--- src/rtl/tally_reporter.sv ---
// Result-frame transmitter: snapshots the closed tally and sends an
// 8-byte checksummed frame over a valid/ready byte stream.
module tally_reporter (
    input  logic       clk,
    input  logic       reset,
    input  logic       results_valid,
    input  logic       report_req,
    input  logic [7:0] vote0,
    input  logic [7:0] vote1,
    input  logic [7:0] vote2,
    input  logic [7:0] vote3,
    input  logic [1:0] winner_index,
    input  logic [7:0] winner_votes,
    output logic [7:0] tx_data,
    output logic       tx_valid,
    input  logic       tx_ready,
    output logic       busy,
    output logic       done,
    output logic       reject
);

    typedef enum logic [1:0] {
        IDLE   = 2'd0,
        SEND   = 2'd1,
        FINISH = 2'd2
    } state_t;

    localparam logic [7:0] HEADER = 8'hA5;

    state_t     state;
    state_t     state_next;
    logic [2:0] byte_idx;
    logic [7:0] snap_v0;
    logic [7:0] snap_v1;
    logic [7:0] snap_v2;
    logic [7:0] snap_v3;
    logic [1:0] snap_wi;
    logic [7:0] snap_wv;
    logic [7:0] checksum;
    logic [7:0] frame_byte;
    logic       accept;
    logic       refuse;
    logic       last_taken;

    // FINISH behaves like IDLE for new requests so frames can run back to back.
    assign accept     = (state != SEND) && report_req && results_valid;
    assign refuse     = (state != SEND) && report_req && !results_valid;
    assign last_taken = (state == SEND) && tx_ready && (byte_idx == 3'd7);

    always_ff @(posedge clk) begin
        if (reset) begin
            state <= IDLE;
        end else begin
            state <= state_next;
        end
    end

    always_comb begin
        state_next = state;
        unique case (state)
            IDLE, FINISH: state_next = accept ? SEND : IDLE;
            SEND:         if (last_taken) state_next = FINISH;
            default:      state_next = IDLE;
        endcase
    end

    always_ff @(posedge clk) begin
        if (reset) begin
            byte_idx <= 3'd0;
            snap_v0  <= 8'h00;
            snap_v1  <= 8'h00;
            snap_v2  <= 8'h00;
            snap_v3  <= 8'h00;
            snap_wi  <= 2'd0;
            snap_wv  <= 8'h00;
            reject   <= 1'b0;
        end else begin
            reject <= refuse;
            if (accept) begin
                byte_idx <= 3'd0;
                snap_v0  <= vote0;
                snap_v1  <= vote1;
                snap_v2  <= vote2;
                snap_v3  <= vote3;
                snap_wi  <= winner_index;
                snap_wv  <= winner_votes;
            end else if (state == SEND && tx_ready) begin
                byte_idx <= byte_idx + 3'd1;
            end
        end
    end

    assign checksum = HEADER ^ snap_v0 ^ snap_v1 ^ snap_v2 ^ snap_v3
                    ^ {6'b0, snap_wi} ^ snap_wv;

    always_comb begin
        frame_byte = 8'h00;
        unique case (byte_idx)
            3'd0: frame_byte = HEADER;
            3'd1: frame_byte = snap_v0;
            3'd2: frame_byte = snap_v1;
            3'd3: frame_byte = snap_v2;
            3'd4: frame_byte = snap_v3;
            3'd5: frame_byte = {6'b0, snap_wi};
            3'd6: frame_byte = snap_wv;
            3'd7: frame_byte = checksum;
            default: frame_byte = 8'h00;
        endcase
    end

    assign tx_valid = (state == SEND);
    assign busy     = (state == SEND);
    assign done     = (state == FINISH);
    assign tx_data  = tx_valid ? frame_byte : 8'h00;

endmodule

--- config.mk ---
export PLATFORM = sky130hd
export DESIGN_NAME = tally_reporter
export DESIGN_NICKNAME = d
export VERILOG_FILES = /design/src/rtl/tally_reporter.sv
export SDC_FILE = /design/constraint.sdc
export NUM_CORES = 1
export LEC_CHECK = 0
export ABC_CLOCK_PERIOD_IN_PS = 2150
export CAP_MARGIN = 40
export CORE_MARGIN = 2
export CORE_UTILIZATION = 45
export DETAILED_ROUTE_END_ITERATION = 8
export PLACE_DENSITY = 0.75
export SLEW_MARGIN = 20
export SYNTH_ARGS = -nofsm -noshare
export SYNTH_HDL_FRONTEND = slang
export SYNTH_SLANG_ARGS = --single-unit
--- constraint.sdc ---
create_clock -name clk -period 2.15 [get_ports clk]
set_clock_uncertainty 0.1 [all_clocks]
set_input_delay 0.3225 -clock clk [delete_from_list [all_inputs] [get_ports clk]]
set_output_delay 0.3225 -clock clk [all_outputs]
set_load 0.01 [all_outputs]
# Yosys cells after proc, flatten, opt, wreduce, memory -nomap -nowiden
# Index checks and enable logic that the tools add are counted.
# W data, S select, Z words.
classes:
  add_sub_neg: 1
  n_eq_ne: 11
  muxes: 5
  bitwise: 6
  reduce_logical: 10
op_table:
  columns: ["op", "n"]
  rows:
  - ["$pmux W8 S8", 1]
  - ["$xor A8 B8 Y8", 4]
  - ["$eq A3 B3 Y1 const B", 4]
  - ["$mux W8", 1]
  - ["$xor A8 B2 Y8", 1]
  - ["$eq A3 B2 Y1 const B", 2]
  - ["$logic_and A1 B1 Y1", 5]
  - ["$ne A2 B1 Y1 const B", 2]
  - ["$not A4 Y4", 1]
  - ["$pmux W2 S2", 1]
  - ["$reduce_or A2 Y1", 2]
  - ["$add A3 B1 Y3 const B", 1]
  - ["$eq A3 B1 Y1 const B", 1]
  - ["$logic_not A3 Y1", 1]
  - ["$eq A2 B1 Y1 const B", 1]
  - ["$eq A2 B2 Y1 const B", 1]
  - ["$logic_not A2 Y1", 1]
  - ["$mux W2", 1]
  - ["$logic_not A1 Y1", 1]
  - ["$mux W1", 1]
totals:
  regBits: 48

# Longest topological paths before layout
# Gate-level depths: netlist (run 1).
depth:
  depth_word: 8
  ltp_mapped: 9
  ltp_nobuf: 6

# Least setup slack after synthesis (run 1)
# No wires, ideal clock.
synth_path:
  path_type: "register to output"
  start: "reg byte_idx[2]"
  end: "out tx_data[0]"
  t_arrival_ns: 1.824
  required_time_ns: 1.727
  path_slack_ns: -0.097
  path_stages_with_launch: 10
  path_buffers: 3
  cell_sequence: "dfxtp_1 buf_6 buf_2 inv_1 ha_1 buf_2 nor4_2 nand2_1 and3_1 o22ai_1"
synth_via:
  elab_chain_cells: 3
  elab_cells_between_ends: 10
synth_rtl:
  columns: ["item", "line", "rtl"]
  rows:
  - ["start: declaration", "32", "logic [2:0] byte_idx;"]
  - ["start signal: assignment", "88", "byte_idx <= byte_idx + 3'd1;"]
  - ["$eq A3 B3 Y1 (tied with other cells)", "98", "unique case (byte_idx)"]
  - ["$pmux W8 S8 *", "98", null]
  - ["$mux W8 *", "114", "assign tx_data = tx_valid ? frame_byte : 8'h00;"]
  - ["end: declaration", "14", "output logic [7:0] tx_data,"]
# Mark *: on every way between the ends. The rest lies on a longest branch, timed or not.

# Worst setup path after layout (run 1)
layout_path:
  start: "reg byte_idx[1]"
  end: "out tx_data[7]"
# The elaborated chain is that of the path after synthesis.

==> out/metrics.csv, run 1 <==
stage;metric;value;unit
outcome;outcome;finished with violations;
outcome;violations;setup timing;
global_route;grtUsageTotal;20.4;%
sta;setup_ws;-0.281;ns
power_and_ir_drop;powerDensity;547;nW/um^2
placement;portBuffers;58;
synth;yosysUniqueCellTypes;36;
sta;period_share;113;%
detailed_routing;ant_nets;0;
detailed_routing;drtPass1Iterations;4;
power_and_ir_drop;share_comb_of_total_power;20.8;%
detailed_routing;drt_iter0_markers;112;
detailed_routing;routedWlPerCell;13.7;um
power_and_ir_drop;switching_share;26.7;%
detailed_routing;wl;6.24;mm
floorplan;io-pin-count;59;
floorplan;start_util;45.9;%
sta;finalSetupViolations;8;
sta;timing_worst_slew_pin_value;0.336;ns
placement;globalplace.congestion;0.903;
setup_path;critical_path.max_stage_delay;0.37;ns
sta;slew_viol_final;0;
setup_path;cp_data_arrival_time;2.01;ns
worst_hold_path;hp-class;register to register;
clocking;cts_tree;yes;
floorplan;dieArea;6160;um^2
power_and_ir_drop;pwr-share-seq;50.0;%
floorplan;rows;27;
finish;drive_gt1_share;22.5;%
clocking;clk_pin_slew_worst_paths;0.08;ns
clocking;clkLatencyLatePin;0.30;ns
clocking;root_buffer;clkbuf_8;
synth;syn_inst;303;
floorplan;fp.dieW;78.5;um
finish;antenna_cells;0;
finish;fillers;464;
sta;relSlewSlack;77.5;%
flow_run;cap_violations;0;
setup_path;cpMostUsedCell;ha_4;
sta;rsz0062_at_grt;yes;
synth;ys_seq_elements;48;
clocking;numCtsBuffers;5;
sta;period_needed;2.43;ns
power_and_ir_drop;peakVddDrop;0.000376;V
synth;syn_avg_cell_area;8.24;um^2
finish;stdcell_count;455;
finish;finalNetCount;435;
finish;seqCellArea;970;um^2
clocking;cts_sinks;48;
global_route;grt_pass1_vias;2300;
floorplan;die_h;78.5;um
detailed_routing;vias;2361;
finish;area_growth;41.8;%
global_route;antenna_found_initial;0;
placement;dp_hpwl;4.49;mm
setup_path;crit_chain;ha_4 > ha_4 > nor4_4 > nand2_2 > buf_6 > and3_4 > o22ai_2 > buf_2;
synth;syn_nets;356;
power_and_ir_drop;internal_power;1.42;mW
clocking;h-tree-depth;2;
setup_path;crit_path_end_kind;primary output;
power_and_ir_drop;p_leak;1.33;nW
power_and_ir_drop;pwr-share-clk;29.2;%
finish;multi_input_area;1530;um^2
power_and_ir_drop;p_switching;518;uW
synth;seq_area_frac_synth;38.5;%
placement;dpl.cell_count;444;
setup_path;crit_type;register to primary output;
setup_path;cp_slowest_cell;dfxtp_4;
finish;final_common_cell;nand2_1;
global_route;grt_pass1_wl;9.97;mm
global_route;grt_max_degree;49;
detailed_routing;via_per_inst;5.19;
setup_path;worst-path-max-fanout;4;
global_route;overflow;0;
detailed_routing;drc_errors;0;
synth;syn_area;2500;um^2
sta;finalHoldViolCount;0;
power_and_ir_drop;finalPower;1.94;mW
setup_path;critPathLaunchType;register;
clocking;cts_buffer_depth;2;
clocking;hold_buffers;0;
setup_path;critical_path_required;1.73;ns
sta;fmax;411;MHz
floorplan;core-area;5440;um^2
finish;layout_common_cells;92 x nand2_1, 50 x clkdlybuf4s50_1, 48 x a21oi_1;
synth;yosys_warnings;0;
layout make-up:
cell class / count / area share (%)
Clock buffer: 6 / 2.33
Clock inverter: 2 / 0.424
Inverter: 4 / 0.424
Multi-Input combinational cell: 230 / 43.1
Sequential cell: 48 / 27.4
Tap cell: 72 / 2.54
Timing Repair Buffer: 93 / 23.8
critical path, delay by kind of cell (launching register included):
| kind | cells | cell delay [ns] |
|---|---|---|
| adder cells (fa/ha/maj) | 2 | 0.35 |
| AO/OA/AOI/OAI | 1 | 0.13 |
| AND/OR/NAND/NOR | 3 | 0.56 |
| buffers and inverters | 2 | 0.29 |
| flip-flops | 1 | 0.37 |
kinds of logic (layout without fill, tap and decap cells):
| family | count (synthesis) | after routing | share of synthesized area, % |
|---|---|---|---|
| xor+xnor | 34 | 34 | 12.5 |
| buf+inv | 25 | 105 | 6.21 |
| compound gates | 71 | 71 | 17.1 |
| flops | 48 | 48 | 38.5 |
| simple gates | 111 | 111 | 18.7 |
| fa+ha+maj | 6 | 6 | 3.01 |
| mux | 8 | 8 | 3.96 |
layer usage:
metal,vias to the layer above,global-route usage [%],routed length (um)
li1,1176,-,-
met1,1100,22.4,2520
met2,67,38.1,3220
met3,18,3.68,289
met4,0,8.77,204
met5,-,0,0
state kept, by name, summed over array words and instances (netlist names):
register / flops
snap_v2: 8
snap_v3: 8
state: 2
reject: 1
snap_v0: 8
byte_idx: 3
snap_v1: 8
snap_wi: 2
snap_wv: 8
synthesized netlist by cell type:
cell | n | area [um^2]
a2111oi_2 | 1 | 15.0
a21boi_1 | 2 | 15.0
a21oi_1 | 49 | 245
a221oi_1 | 2 | 17.5
a222oi_1 | 6 | 60.1
a22oi_1 | 2 | 15.0
a31oi_1 | 1 | 6.26
a32o_1 | 1 | 10.0
and2_1 | 1 | 6.26
and2b_1 | 1 | 7.51
and3_1 | 5 | 31.3
buf_1 | 1 | 3.75
buf_2 | 7 | 35.0
buf_4 | 2 | 15.0
buf_6 | 6 | 67.6
clkbuf_1 | 5 | 18.8
dfxtp_1 | 48 | 961
ha_1 | 6 | 75.1
inv_1 | 3 | 11.3
inv_2 | 1 | 3.75
mux2_2 | 3 | 33.8
mux2_4 | 3 | 45.0
mux2i_1 | 2 | 20.0
nand2_1 | 94 | 353
nand2b_1 | 1 | 6.26
nand3_1 | 1 | 5.00
nor2_1 | 2 | 7.51
nor2b_1 | 1 | 6.26
nor3_1 | 1 | 5.00
nor3_2 | 2 | 20.0
nor3b_1 | 1 | 7.51
nor4_2 | 1 | 12.5
o22ai_1 | 7 | 43.8
xnor2_1 | 27 | 236
xnor3_1 | 1 | 22.5
xor2_1 | 6 | 52.6
final timing paths:
kind,start,end,slack [ns],depth (start not counted)
max,byte_idx[1],tx_data[7],-0.28,8
min,snap_v1[5],snap_v1[5],0.39,2
max reg2reg,byte_idx[0],state[1],0.59,6
min reg2reg,snap_v1[5],snap_v1[5],0.39,2
power groups by stage:
stage                     Sequential (mW)  Clock [mW]  Combinational (mW)
after global routing                0.974       0.608               0.441
final                               0.969       0.565               0.404
after floorplan                     0.979           0               0.231
after global placement              0.987           0               0.377
after CTS                           0.967       0.575               0.397
after detailed placement            0.989           0               0.384
repair_timing:
| item | CTS | global route |
|---|---|---|
| pin swaps | 7 | 4 |
| buffers inserted | 3 | 1 |
| endpoints found under the setup margin | 8 | 8 |
| gates resized for setup | 56 | 11 |
stage by stage:
step	setup WS [ns]	hold slack [ns]	cell area (um^2)	TNS [ns]	util (%)
6_report	-0.281	0.386	3540	-1.72	65.1
5_1_grt	-0.345	0.419	3540	-2.25	65.1
4_1_cts	-0.241	0.388	3500	-1.48	64.3
3_5_place_dp	-0.365	0.376	3310	-2.49	60.9
3_3_place_gp	-0.338	0.368	3310	-2.29	60.9
2_1_floorplan	0.125	0.298	2520	0	-
(Power assumes the default switching activity.)
==> inputs of run 2 (changes only) <==
--- a/config.mk
+++ b/config.mk
@@ -6,7 +6,6 @@
 export NUM_CORES = 1
 export LEC_CHECK = 0
 export ABC_CLOCK_PERIOD_IN_PS = 2150
-export CAP_MARGIN = 40
 export CORE_MARGIN = 2
 export CORE_UTILIZATION = 45
 export DETAILED_ROUTE_END_ITERATION = 8
==> results of run 2 <==
The final DEF is identical to that of run 1; final timing and power are the same.
==> inputs of run 3 (changes only) <==
--- a/config.mk
+++ b/config.mk
@@ -5,6 +5,7 @@
 export SDC_FILE = /design/constraint.sdc
 export NUM_CORES = 1
 export LEC_CHECK = 0
+export ABC_AREA = 0
 export ABC_CLOCK_PERIOD_IN_PS = 2150
 export CORE_MARGIN = 2
 export CORE_UTILIZATION = 45
@@ -14,3 +15,4 @@
 export SYNTH_ARGS = -nofsm -noshare
 export SYNTH_HDL_FRONTEND = slang
 export SYNTH_SLANG_ARGS = --single-unit
+export TNS_END_PERCENT = 100
==> results of run 3 <==
The final DEF is identical to that of run 1; final timing and power are the same.
